## src/rtl/fifo_rr_ingress_ctrl.sv

```systemverilog
// Round-robin merge of NUM_SRC val/rdy producers into one buffered val/rdy stream.
// Define FIFO_ARB_PKT_LOCK_EN to hold the grant for a whole packet (up to src_last).

module fifo_1r1w #(
    parameter int unsigned width_p    = 8,
    parameter int unsigned log2_els_p = 4
) (
    input  logic               clk,
    input  logic               rst,
    input  logic               wr_req,
    input  logic [width_p-1:0] wr_data,
    input  logic               rd_req,
    output logic [width_p-1:0] rd_data,
    output logic               full,
    output logic               empty
);
    localparam int unsigned ELS   = 1 << log2_els_p;
    localparam int unsigned PTR_W = log2_els_p + 1;

    logic [width_p-1:0] mem [ELS];
    logic [PTR_W-1:0]   wr_ptr;
    logic [PTR_W-1:0]   rd_ptr;

    // Pointers carry one extra wrap bit so full and empty stay distinct.
    always_ff @(posedge clk) begin
        if (rst) begin
            wr_ptr <= '0;
            rd_ptr <= '0;
        end else begin
            if (wr_req) wr_ptr <= wr_ptr + PTR_W'(1);
            if (rd_req) rd_ptr <= rd_ptr + PTR_W'(1);
        end
    end

    always_ff @(posedge clk) begin
        if (wr_req) mem[wr_ptr[log2_els_p-1:0]] <= wr_data;
    end

    assign rd_data = mem[rd_ptr[log2_els_p-1:0]];
    assign empty   = (wr_ptr == rd_ptr);
    assign full    = (wr_ptr[log2_els_p] != rd_ptr[log2_els_p]) &&
                     (wr_ptr[log2_els_p-1:0] == rd_ptr[log2_els_p-1:0]);
endmodule

module fifo_rr_ingress_ctrl #(
    parameter int unsigned NUM_SRC    = 4,
    parameter int unsigned DATA_W     = 64,
    parameter int unsigned LOG2_DEPTH = 4
) (
    input  logic                        clk,
    input  logic                        rst,
    input  logic [NUM_SRC-1:0]          src_val,
    input  logic [NUM_SRC*DATA_W-1:0]   src_data,
    input  logic [NUM_SRC-1:0]          src_last,
    output logic [NUM_SRC-1:0]          src_rdy,
    output logic                        dst_val,
    output logic [DATA_W-1:0]           dst_data,
    output logic                        dst_last,
    output logic [$clog2(NUM_SRC)-1:0]  dst_src_id,
    input  logic                        dst_rdy
);
    localparam int unsigned ID_W    = $clog2(NUM_SRC);
    localparam int unsigned ENTRY_W = DATA_W + 1 + ID_W;

    typedef struct packed {
        logic [ID_W-1:0]   id;
        logic              last;
        logic [DATA_W-1:0] data;
    } entry_t;

    entry_t          wr_entry;
    entry_t          rd_entry;
    logic            full;
    logic            empty;
    logic            wr_req;
    logic            rd_req;
    logic            guard;
    logic            accept;
    logic            grant_ok;
    logic            sel_last;
    logic            cand_found;
    logic [ID_W-1:0] cand_id;
    logic [ID_W-1:0] sel_id;
    logic [ID_W-1:0] rr_ptr;
    logic [ID_W-1:0] rr_ptr_nxt;

`ifdef FIFO_ARB_PKT_LOCK_EN
    typedef enum logic {
        IDLE = 1'b0,
        LOCK = 1'b1
    } state_t;

    state_t          state;
    state_t          state_nxt;
    logic [ID_W-1:0] grant_id;
    logic [ID_W-1:0] grant_id_nxt;

    always_ff @(posedge clk) begin
        if (rst) begin
            state    <= IDLE;
            grant_id <= '0;
        end else begin
            state    <= state_nxt;
            grant_id <= grant_id_nxt;
        end
    end
`endif

    always_ff @(posedge clk) begin
        if (rst) rr_ptr <= '0;
        else     rr_ptr <= rr_ptr_nxt;
    end

    // First valid source scanning cyclically from rr_ptr.
    always_comb begin
        cand_found = 1'b0;
        cand_id    = rr_ptr;
        for (int unsigned k = 0; k < NUM_SRC; k++) begin
            if (!cand_found && src_val[rr_ptr + ID_W'(k)]) begin
                cand_found = 1'b1;
                cand_id    = rr_ptr + ID_W'(k);
            end
        end
    end

    always_comb begin
        rr_ptr_nxt = rr_ptr;
        sel_id     = cand_id;
        grant_ok   = cand_found;
`ifdef FIFO_ARB_PKT_LOCK_EN
        state_nxt    = state;
        grant_id_nxt = grant_id;
        if (state == LOCK) begin
            sel_id   = grant_id;
            grant_ok = 1'b1;
        end
`endif
        accept   = grant_ok && !full && !rst && src_val[sel_id];
        sel_last = src_last[sel_id];
`ifdef FIFO_ARB_PKT_LOCK_EN
        case (state)
            IDLE: begin
                if (accept) begin
                    if (sel_last) begin
                        rr_ptr_nxt = sel_id + ID_W'(1);
                    end else begin
                        state_nxt    = LOCK;
                        grant_id_nxt = sel_id;
                    end
                end
            end
            LOCK: begin
                if (accept && sel_last) begin
                    state_nxt  = IDLE;
                    rr_ptr_nxt = grant_id + ID_W'(1);
                end
            end
            default: state_nxt = IDLE;
        endcase
`else
        if (accept) rr_ptr_nxt = sel_id + ID_W'(1);
`endif
    end

    always_comb begin
        src_rdy         = '0;
        src_rdy[sel_id] = grant_ok && !full && !rst;
    end

    assign wr_req        = accept;
    assign wr_entry.id   = sel_id;
    assign wr_entry.last = sel_last;
    assign wr_entry.data = src_data[DATA_W*32'(sel_id) +: DATA_W];

    // Hides the entry for one cycle after a write into an empty FIFO.
    always_ff @(posedge clk) begin
        if (rst) guard <= 1'b0;
        else     guard <= wr_req && empty;
    end

    assign dst_val    = !empty && !guard && !rst;
    assign rd_req     = dst_val && dst_rdy;
    assign dst_data   = rd_entry.data;
    assign dst_last   = rd_entry.last;
    assign dst_src_id = rd_entry.id;

    fifo_1r1w #(
        .width_p    (ENTRY_W),
        .log2_els_p (LOG2_DEPTH)
    ) u_fifo (
        .clk     (clk),
        .rst     (rst),
        .wr_req  (wr_req),
        .wr_data (wr_entry),
        .rd_req  (rd_req),
        .rd_data (rd_entry),
        .full    (full),
        .empty   (empty)
    );
endmodule

```

## config.mk

```make
export PLATFORM = sky130hd
export DESIGN_NAME = fifo_rr_ingress_ctrl
export DESIGN_NICKNAME = d
export VERILOG_FILES = /design/src/rtl/fifo_rr_ingress_ctrl.sv
export SDC_FILE = /design/constraint.sdc
export NUM_CORES = 1
export LEC_CHECK = 0
export CAP_MARGIN = 20
export CORE_MARGIN = 10
export CORE_UTILIZATION = 40
export DETAILED_ROUTE_END_ITERATION = 8
export GPL_TIMING_DRIVEN = 0
export PLACE_DENSITY = 0.6
export SYNTH_ARGS = -nofsm -noshare
export SYNTH_HDL_FRONTEND = slang
export SYNTH_SLANG_ARGS = --single-unit
```

## constraint.sdc

```tcl
create_clock -name clk -period 8.5 [get_ports clk]
set_input_delay 1.7 -clock clk [delete_from_list [all_inputs] [get_ports clk]]
set_output_delay 1.7 -clock clk [all_outputs]
set_load 0.05 [all_outputs]
```

* Word level (Yosys, flattened, before mapping) *
Memory sizes are Yosys's and may differ from the RTL's. A register that Yosys moved wholly into a read port is not among the register bits.
Cells that the tools add are included.

storage, ports and cells
  bits in registers = 13
  latch bits = 0
  memory bits (writable) = 1072
  bits in read-only memories = 0
  input bits = 267
  output and inout port bits = 72
  logic and storage cells = 66
  memories = 1

memories
  memory      words  width  read ports  clocked after Yosys merged registers in  wr ports  RTL line  source
  u_fifo.mem  16     67     1           1                                        1         20        logic [width_p-1:0] mem [ELS];

cells by class
  $add $sub $neg = 6
  $mul = 0
  divide/modulo/power cells = 0
  order comparisons = 6
  equal/unequal tests = 3
  shifts and indexed selects = 1
  mux-type cells = 25
  bitwise gates (word level) = 1
  reduce and logical (&&, ||, !) cells = 19

operators by type and width
  kind                                                                count
  variable part select 256 x 9 -> 64 bit                              1
  less-than comparator 2 x 3 -> 1 bit (second input constant)         5
  2-to-1 mux 1 bit                                                    13
  binary-select mux 1 bit (select 2 bit)                              6
  logical AND 1 bit                                                   12
  adder 5 x 1 -> 5 bit (second input constant)                        2
  2-to-1 mux 4 bit                                                    2
  zero test 1 bit                                                     7
  2-to-1 mux 2 bit                                                    3
  == test 5 bit                                                       1
  adder 2 x 1 -> 2 bit (second input constant)                        2
  adder 2 bit (second input constant)                                 2
  AND 4 bit                                                           1
  == test 4 bit                                                       1
  demux 1 bit (select 2 bit)                                          1
  greater-or-equal comparator 2 x 1 -> 1 bit (second input constant)  1
  inequality test 1 bit                                               1

* Logic depth before layout (Yosys ltp) *
Gate-level depths: netlist of the first run.

  depth after elaboration = 17
  gate-level depth with buffers = 9
  depth with buffers taken out = 7

* Hierarchy *
From an unflattened synthesis of the first run, not the netlist that was laid out.

unflattened totals
  cell total of the unflattened synthesis = 2120
  area, all modules = 42854.9 um^2

modules (own cells, without submodules)
  module                times used  cells each  area an instance (um^2)  sequential area each (um^2)
  fifo_1r1w             1           1715        40670.3                  32471.1
  fifo_rr_ingress_ctrl  1           405         2184.6                   60.1

* Worst setup path after synthesis of the first run *
OpenSTA, ideal clock, no wires.

  kind = input-to-reg
  start = input port src_val[0]
  end = memory u_fifo.mem[11][0] (netlist bit), enable pin
  setup time = 0.575 ns
  arrival time = 6.688 ns
  data required time = 7.925 ns
  path slack = 1.237 ns
  stages = 4
  path buffers = 0
  cells stage by stage = nor2_1 a21oi_1 o211ai_1 nor3_1

on the way
  cells in the longest elaborated chain, start to end = 17
  elaborated cells between the ends (all ways) = 28
  those cells by class = mux: 19; reduce/logical: 9

ends and longest elaborated chain
  element                                                                             RTL line  source
  start: declaration                                                                  52        input logic [NUM_SRC-1:0] src_val,
  binary-select mux 1 bit (select 2 bit)                                              119       if (!cand_found && src_val[rr_ptr + ID_W'(k)]) begin
  2-to-1 mux 1 bit (implied by the code)                                              119
  2-to-1 mux 1 bit                                                                    119
  zero test 1 bit                                                                     119
  logical AND 1 bit                                                                   119
  2-to-1 mux 1 bit                                                                    119
  zero test 1 bit                                                                     119
  logical AND 1 bit                                                                   119
  2-to-1 mux 1 bit                                                                    119
  zero test 1 bit                                                                     119
  logical AND 1 bit                                                                   119
  2-to-1 mux 2 bit / 2-to-1 mux 1 bit (equally long branches)                         119
  binary-select mux 1 bit (select 2 bit) / logical AND 1 bit (equally long branches)  138       accept = grant_ok && !full && !rst && src_val[sel_id];
  2-to-1 mux 1 bit (implied by the code) / logical AND 1 bit (equally long branches)  138
  logical AND 1 bit *                                                                 138
  2-to-1 mux 1 bit *                                                                  36        if (wr_req) mem[wr_ptr[log2_els_p-1:0]] <= wr_data;
  2-to-1 mux 1 bit (implied by the code) *                                            36
  end: declaration                                                                    20

Mark *: on every way between the ends. The rest lies on a longest branch, timed or not. The select of a mux whose other input is x is not followed.

* Worst setup path after layout of the first run *
  start = input port src_val[3]
  end = output port src_rdy[3]

on the way
  cells in the longest elaborated chain, start to end = 17
  elaborated cells between the ends (all ways) = 29
  those cells by class = order compare: 2; mux: 17; bitwise: 1; reduce/logical: 9

ends and longest elaborated chain
  element                                                                                                                         RTL line  source
  binary-select mux 1 bit (select 2 bit)                                                                                          119
  2-to-1 mux 1 bit (implied by the code)                                                                                          119
  2-to-1 mux 1 bit                                                                                                                119
  zero test 1 bit                                                                                                                 119
  logical AND 1 bit                                                                                                               119
  2-to-1 mux 1 bit                                                                                                                119
  zero test 1 bit                                                                                                                 119
  logical AND 1 bit                                                                                                               119
  [2 not listed]                                                                                                                  n/a
  logical AND 1 bit                                                                                                               119
  2-to-1 mux 2 bit *                                                                                                              119
  via cand_id[1]                                                                                                                  82        logic [ID_W-1:0] cand_id;
  less-than comparator 2 x 3 -> 1 bit (implied by the code) / greater-or-equal comparator 2 x 1 -> 1 bit (equally long branches)  167       src_rdy[sel_id] = grant_ok && !full && !rst;
  logical AND 1 bit                                                                                                               167
  2-to-1 mux 1 bit (implied by the code)                                                                                          167
  demux 1 bit (select 2 bit) *                                                                                                    167
  AND 4 bit (no source line) *                                                                                                    n/a
  end: declaration                                                                                                                55        output logic [NUM_SRC-1:0] src_rdy,

The timed path passes the listed nets; every way through them passes the cells marked *. The select of a mux whose other input is x is not followed.

==> results of run 1 <==
## cell type report
| cell class | count | area share [%] |
|---|---|---|
| buffer | 122 | 1.25 |
| clock buffer | 140 | 5.55 |
| clock inverter | 62 | 1.04 |
| inverter | 7 | 0.0495 |
| multi-input combinational | 753 | 18.7 |
| sequential | 1089 | 61.3 |
| tap | 1403 | 3.31 |
| timing repair buffer | 432 | 8.83 |
## registers in the layout, summed over array words and instances, names as in the netlist, named ones only
name and flops:
u_fifo.rd_ptr 5, u_fifo.mem 1072, guard 1, u_fifo.wr_ptr 5, rr_ptr 2
## final timing paths
kind	start	to	slack, ns
worst min register to register	u_fifo.wr_ptr[4]	u_fifo.wr_ptr[4]	0.53
worst min-delay path	u_fifo.wr_ptr[4]	u_fifo.wr_ptr[4]	0.53
worst max register to register	rr_ptr[1]	u_fifo.mem[9][47]	4.19
worst max-delay path	src_val[3]	src_rdy[3]	1.21
## cells in the mapped netlist, types with 4 or more instances
library cell / number / area (um2)
xnor2_1: 6 / 52.6
clkbuf_1: 60 / 225
buf_2: 30 / 150
buf_6: 18 / 203
a32oi_1: 65 / 569
edfxtp_1: 1072 / 32200
and3_1: 14 / 87.6
nor2b_1: 6 / 37.5
dfxtp_1: 17 / 340
a21oi_1: 70 / 350
mux4_2: 335 / 7540
nand2_1: 196 / 736
buf_4: 9 / 67.6
and2_1: 5 / 31.3
ha_1: 9 / 113
o21ai_0: 4 / 20.0
inv_1: 6 / 22.5
nor2_1: 12 / 45.0
buf_1: 5 / 18.8
## cells in the final DEF (no fill, tap or decap), types with 10 or more instances in the layout
cell type	instances
nor2_1	12
edfxtp_1	1072
and3_4	13
mux4_2	335
dfxtp_1	17
a32oi_1	63
buf_6	57
nand2_1	196
buf_8	10
buf_2	30
a21oi_1	70
clkinv_2	25
buf_4	32
buf_16	14
clkbuf_1	82
clkinv_1	19
clkdlybuf4s50_1	338
clkbuf_16	110
## per-layer routing
| metal | part of all wire (%) | global-route usage (%) | vias to the layer above |
|---|---|---|---|
| met2 | 47 | 33.2 | 1207 |
| met1 | 41 | 28.5 | 12400 |
| li1 | - | - | 9434 |
| met3 | 10 | 5.97 | 154 |
| met4 | 1.9 | 4.69 | 0 |
| met5 | 0 | 0 | - |
## per-stage QoR
stage                     util [%]  power [uW]  area, um2
final                         49.6       13400      53100
after global routing          49.6       13800      53100
after global placement        45.1        8640      48200
after detailed placement      46.1        8760      49300
after CTS                     49.4       13400      52800
after floorplan                  -        7720      43000
## critical path, stage by stage
cell             delay [ns]
clkdlybuf4s50_1        0.58
and3b_1                0.21
nor4_1                 0.16
or2_1                  0.28
buf_2                  0.41
buf_4                  0.34
buf_2                  0.65
ha_1                   0.27
and2_1                 0.13
clkdlybuf4s50_1        0.81
## cell families (layout without fill, tap and decap cells)
logic type / after synthesis / count (layout) / synth area share [%]
AO/OA/AOI/OAI: 150 / 150 / 2.39
XOR/XNOR: 9 / 9 / 0.183
adder cells (fa/ha/maj): 9 / 9 / 0.262
buffers and inverters: 129 / 763 / 1.60
flip-flops: 1089 / 1089 / 75.6
multiplexers: 338 / 338 / 17.6
AND/OR/NAND/NOR: 247 / 247 / 2.37
## power by group through the flow
| stage | Clock, uW | Combinational (uW) | Sequential, uW |
|---|---|---|---|
| 2_1_floorplan | 0 | 1170 | 6550 |
| 3_3_place_gp | 0 | 2050 | 6590 |
| 3_5_place_dp | 0 | 2190 | 6570 |
| 4_1_cts | 4760 | 2200 | 6460 |
| 5_1_grt | 4980 | 2370 | 6450 |
| 6_report | 4690 | 2240 | 6440 |
==> run metrics, run 1 <==
largest net degree at the start of global routing 44; share of cells above drive strength 1 about 26%; clock skew 0.0226 ns; max cap viols 0; status finished clean; Final Setup Violations 0; min setup slack post-route between 1 and 1.5 ns; Synth Net Count 2247; CTS H-tree depth 3; Routed Antenna Nets 0; first-pass GRT wire length 181000 um; Max clock buf depth 3; area delta synth->final 23.3%; Max Clk Rate about 0.14 GHz; number of global-route vias before repair ~24k; CTS buffer count roughly 110; register bit count reported by yosys 1089; WS Path Type in -> out; hold_buf cts 0; Seq/Total Area, Yosys between 70% and 80%; Resize count post-CTS 0; cell depth of the worst flop-to-flop path 8; Crit path required time just under 7 ns; DP Cell Count 3778; CP Capture Type output pin; YS warnings 0; row count between 100 and 150; Die X-Extent between 300 and 400 um; PD cells roughly 250 nW/um2; Tmin final roughly 7.3 ns; Die Height between 300 and 400 um; Setup Slack @ Placement roughly 1.2 ns; DR DRC count 0; Top FF cell, synth edfxtp_1; combinational power share 16.8%; Worst Tran Pin Value 1.43 ns; Slew headroom roughly 4.8%; hold crit path type reg -> reg; EDFF count, synth 1072; Cell Count, Final, Fillers Out 4008; antenna violations before repair 4; setup_tns 0 ns; area of the multi-input gates roughly 9900 um2; Critical Path Start Type primary input; CTS tree built; worst hold margin between 0.5 and 0.6 ns; leak pwr 0.0164 uW; Max FO, Critical Path 27; fin crit share 85.7%; Avg Cell Area, Syn between 20 and 25 um2; asr flop ratio synth 0%; clock share of power 35.1%; TritonRoute pass-1 iters 5; Switching Share about a quarter; Iter 0 DRT Violations ~2.6k; # fillers around 8.6k; RD Place Congestion about 0.9; Initial Utilization 40.3%; Cells after Synth approximately 2.0k; die area between 100000 and 150000 um2; Tot GR Track Use about a fifth; Sequential Area approximately 33000 um2; via count roughly 23k; Cell variety after synth 38; Final Hold Viols 0; drt total wl 129000 um; dpl hpwl about 85000 um; grt ovf 0; net switching power about 3500 uW; Worst Hold Depth 1; synthesized cell area about 43000 um2; RSZ-0062 raised after global routing no; Port-buffer cells between 300 and 400; antenna fix cells 0; Flop pwr share roughly half; Root Buffer clkbuf_16; Max VDD drop approximately 0.00013 V; Layout Nets between 2k and 3k; Clock Sinks between 1k and 1.5k; core area roughly 110000 um2; Int Power 9910 uW; WP data arrival 5.59 ns; Avg WL per Cell around 32 um; clock-pin slew on the worst setup and hold paths 0.06 ns; clk_lat worst skew 0.67 ns; max-slew violation count 0; IO Pins 339; post-CTS setup buffers 0; DR vias/cell 5.78
Note: power is estimated with default switching activity, not from simulation.
==> inputs of run 2 (changes only) <==
--- a/config.mk
+++ b/config.mk
@@ -7,10 +7,10 @@
 export LEC_CHECK = 0
 export CAP_MARGIN = 20
 export CORE_MARGIN = 10
-export CORE_UTILIZATION = 40
+export CORE_UTILIZATION = 50
 export DETAILED_ROUTE_END_ITERATION = 8
 export GPL_TIMING_DRIVEN = 0
-export PLACE_DENSITY = 0.6
+export PLACE_DENSITY = 0.7
 export SYNTH_ARGS = -nofsm -noshare
 export SYNTH_HDL_FRONTEND = slang
 export SYNTH_SLANG_ARGS = --single-unit
==> run 2 against run 1 <==
Effect of this change:
- sequential share of layout area grew 0.77 points
- core utilization grew 12 points
- power shrank 1.6%
- sequential power is essentially flat
- routed wire length shrank 6.2%
- clock power shrank 3%
- clock skew shrank 0.0037 ns
- die area shrank 19%
- largest cell class unchanged
- highest routed layer unchanged
==> run metrics, run 2 (synthesis results as in run 1) <==
status finished clean; antenna violations before repair 3; most used routing layer met2; Port-buffer cells roughly 340; clk_lat worst skew 0.67 ns; met3 usage roughly 7.5%; grt ovf 0; Cell Area, Placed between 40000 and 50000 um2; Final Hold Viols 0; share of cells above drive strength 1 24.8%; worst hold margin approximately 0.54 ns; # fillers between 5k and 6k; hold crit path type reg -> reg; Crit path required time between 6 and 7 ns; first-pass GRT wire length between 150000 and 200000 um; Max FO, Critical Path 19; WS Path Type in -> out; DR vias/cell a little over 6; TritonRoute pass-1 iters 5; commonest cells after routing, fill and taps aside 1072 x edfxtp_1, 338 x clkdlybuf4s50_1, 335 x mux4_2; RD Place Congestion 0.968; Worst Hold Depth 1; cell depth of the worst flop-to-flop path 7; Layout Nets between 2k and 3k; utilization of the core after routing roughly 60%; Root Buffer clkbuf_16; CTS H-tree depth 3; ordered list of cells on the worst path clkdlybuf4s50_1 -> nor2b_1 -> a21oi_1 -> o211ai_1 -> buf_4 -> buf_2 -> inv_1 -> ha_1 -> and2_1 -> clkdlybuf4s50_1; RSZ-0062 raised after global routing no; Critical Path Start Type primary input; Clock Sinks about 1.1k; Cell Count, Final, Fillers Out ~3.7k; Worst Tran Pin Value between 1 and 1.5 ns; Slew headroom 4.50%; largest net degree at the start of global routing 45; met1 usage around a third; RR Endpoint u_fifo.mem[5][50]; hold_buf cts 0; CP Capture Type output pin; max-slew violation count 0; max cap viols 0; fin crit share around 85%; Critical Path Slowest Stage Cell clkdlybuf4s50_1; Initial Utilization 50.5%; area of the multi-input gates 9910 um2; area delta synth->final 21.8%; Most common cell on crit path clkdlybuf4s50_1; Final Setup Violations 0; dpl hpwl approximately 78000 um; IO Pins 339; DP Cell Count between 3k and 4k; number of global-route vias before repair between 20k and 25k; reg2reg setup slack roughly 4.3 ns; post-CTS setup buffers 0; Max clock buf depth 3; Avg WL per Cell 32.4 um; Resize count post-CTS 0; drt total wl between 100000 and 150000 um; commonest non-fill, non-tap cell in the layout edfxtp_1; Iter 0 DRT Violations around 2.8k; clock-pin slew on the worst setup and hold paths 0.06 ns; leak pwr ~0.016 uW; via count ~23k; CTS buffer count approximately 100; WP data arrival around 5.5 ns; DR DRC count 0; row count ~110; CP max stage delay 0.72 ns; Sequential Area ~33000 um2; CTS tree built; PD cells ~250 nW/um2; clock skew 0.0188 ns; max reg flops around 1.1k; min-delay src u_fifo.wr_ptr[4]; reg2reg start rr_ptr[0]; met2 GRT Util slightly below 40%; core area roughly 85000 um2; WHS Endpoint u_fifo.wr_ptr[4]; Tot GR Track Use 24.5%; Die X-Extent 313 um; Die Height ~310 um; die area about 100000 um2; Max Clk Rate approximately 0.14 GHz; Routed Antenna Nets 0; Tmin final approximately 7.2 ns; Max VDD drop 0.000167 V; design area around 52000 um2; Tot Pwr about 13000 uW
run 2: cell types whose count changed in the layout (fill, tap and decap cells not counted), moves of 3 or more:
cell       delta
clkinv_2      -7
clkbuf_16     -3
buf_12        -5
clkbuf_8      -5
buf_4         +3
buf_6         -7
run 2: through the flow:
stage	setup slack (ns)	setup TNS [ns]
floorplan	1.24	0
global placement	-5.93	-867.00
detailed placement	1.29	0
CTS	1.29	0
global route	1.16	0
finish	1.30	0
run 2: worst max-delay path by stage:
stage                     from            endpoint  slack [ns]  cells past startpoint
CTS                 src_val[0]          src_rdy[3]        1.29                     10
floorplan           src_val[0]   u_fifo.mem[11][0]        1.24                      4
global placement    src_val[3]  u_fifo.mem[11][38]       -5.93                      5
global route        src_val[0]          src_rdy[3]        1.16                     10
detailed placement  src_val[0]          src_rdy[3]        1.29                     10
finish              src_val[0]          src_rdy[1]        1.30                     10
run 2: power breakdown:
part	internal (uW)	switching (uW)	total [uW]	leakage (uW)
combinational	771	1400	2170	0.00485
clock	2620	1920	4540	0.00163
sequential	6410	34.9	6450	0.00981
total	9810	3350	13200	0.0163
run 2: area by class of cell:
cell class | instances | share of cell area (%)
Antenna cell | 1 | 0.00477
Buffer | 122 | 1.27
Clock buffer | 133 | 5.37
Clock inverter | 51 | 0.948
Inverter | 7 | 0.0501
Multi-Input combinational cell | 753 | 18.9
Sequential cell | 1089 | 62.1
Tap cell | 1144 | 2.73
Timing Repair Buffer | 424 | 8.67
run 2: layer usage:
layer,up-vias,routed length (um)
met4,0,2800
met1,12100,45000
met5,-,0
met3,192,14300
met2,1436,58600
li1,9387,-
run 2: critical path: cells and delay by family:
family / cells / cell delay, ns
buffers and inverters: 5 / 2.47
AOI/OAI and AO/OA: 2 / 0.63
adders and majority gates: 1 / 0.34
and+or+nand+nor: 2 / 0.31
==> inputs of run 3 (changes only) <==
==> constraint.sdc (replaced) <==
create_clock -name clk -period 7.3 [get_ports clk]
set_input_delay 1.46 -clock clk [delete_from_list [all_inputs] [get_ports clk]]
set_output_delay 1.46 -clock clk [all_outputs]
set_load 0.05 [all_outputs]
==> results of run 3 <==
Same layout as run 2 (identical final DEF). Status: finished clean.
Main changes from that run: setup slack after placement 1.29 ns -> 0.570 ns; setup slack after layout 1.30 ns -> 0.577 ns; register-to-register setup slack 4.34 ns -> 3.14 ns; total power 13200 uW -> 15300 uW; worst IR drop on VDD 0.000167 V -> 0.000194 V
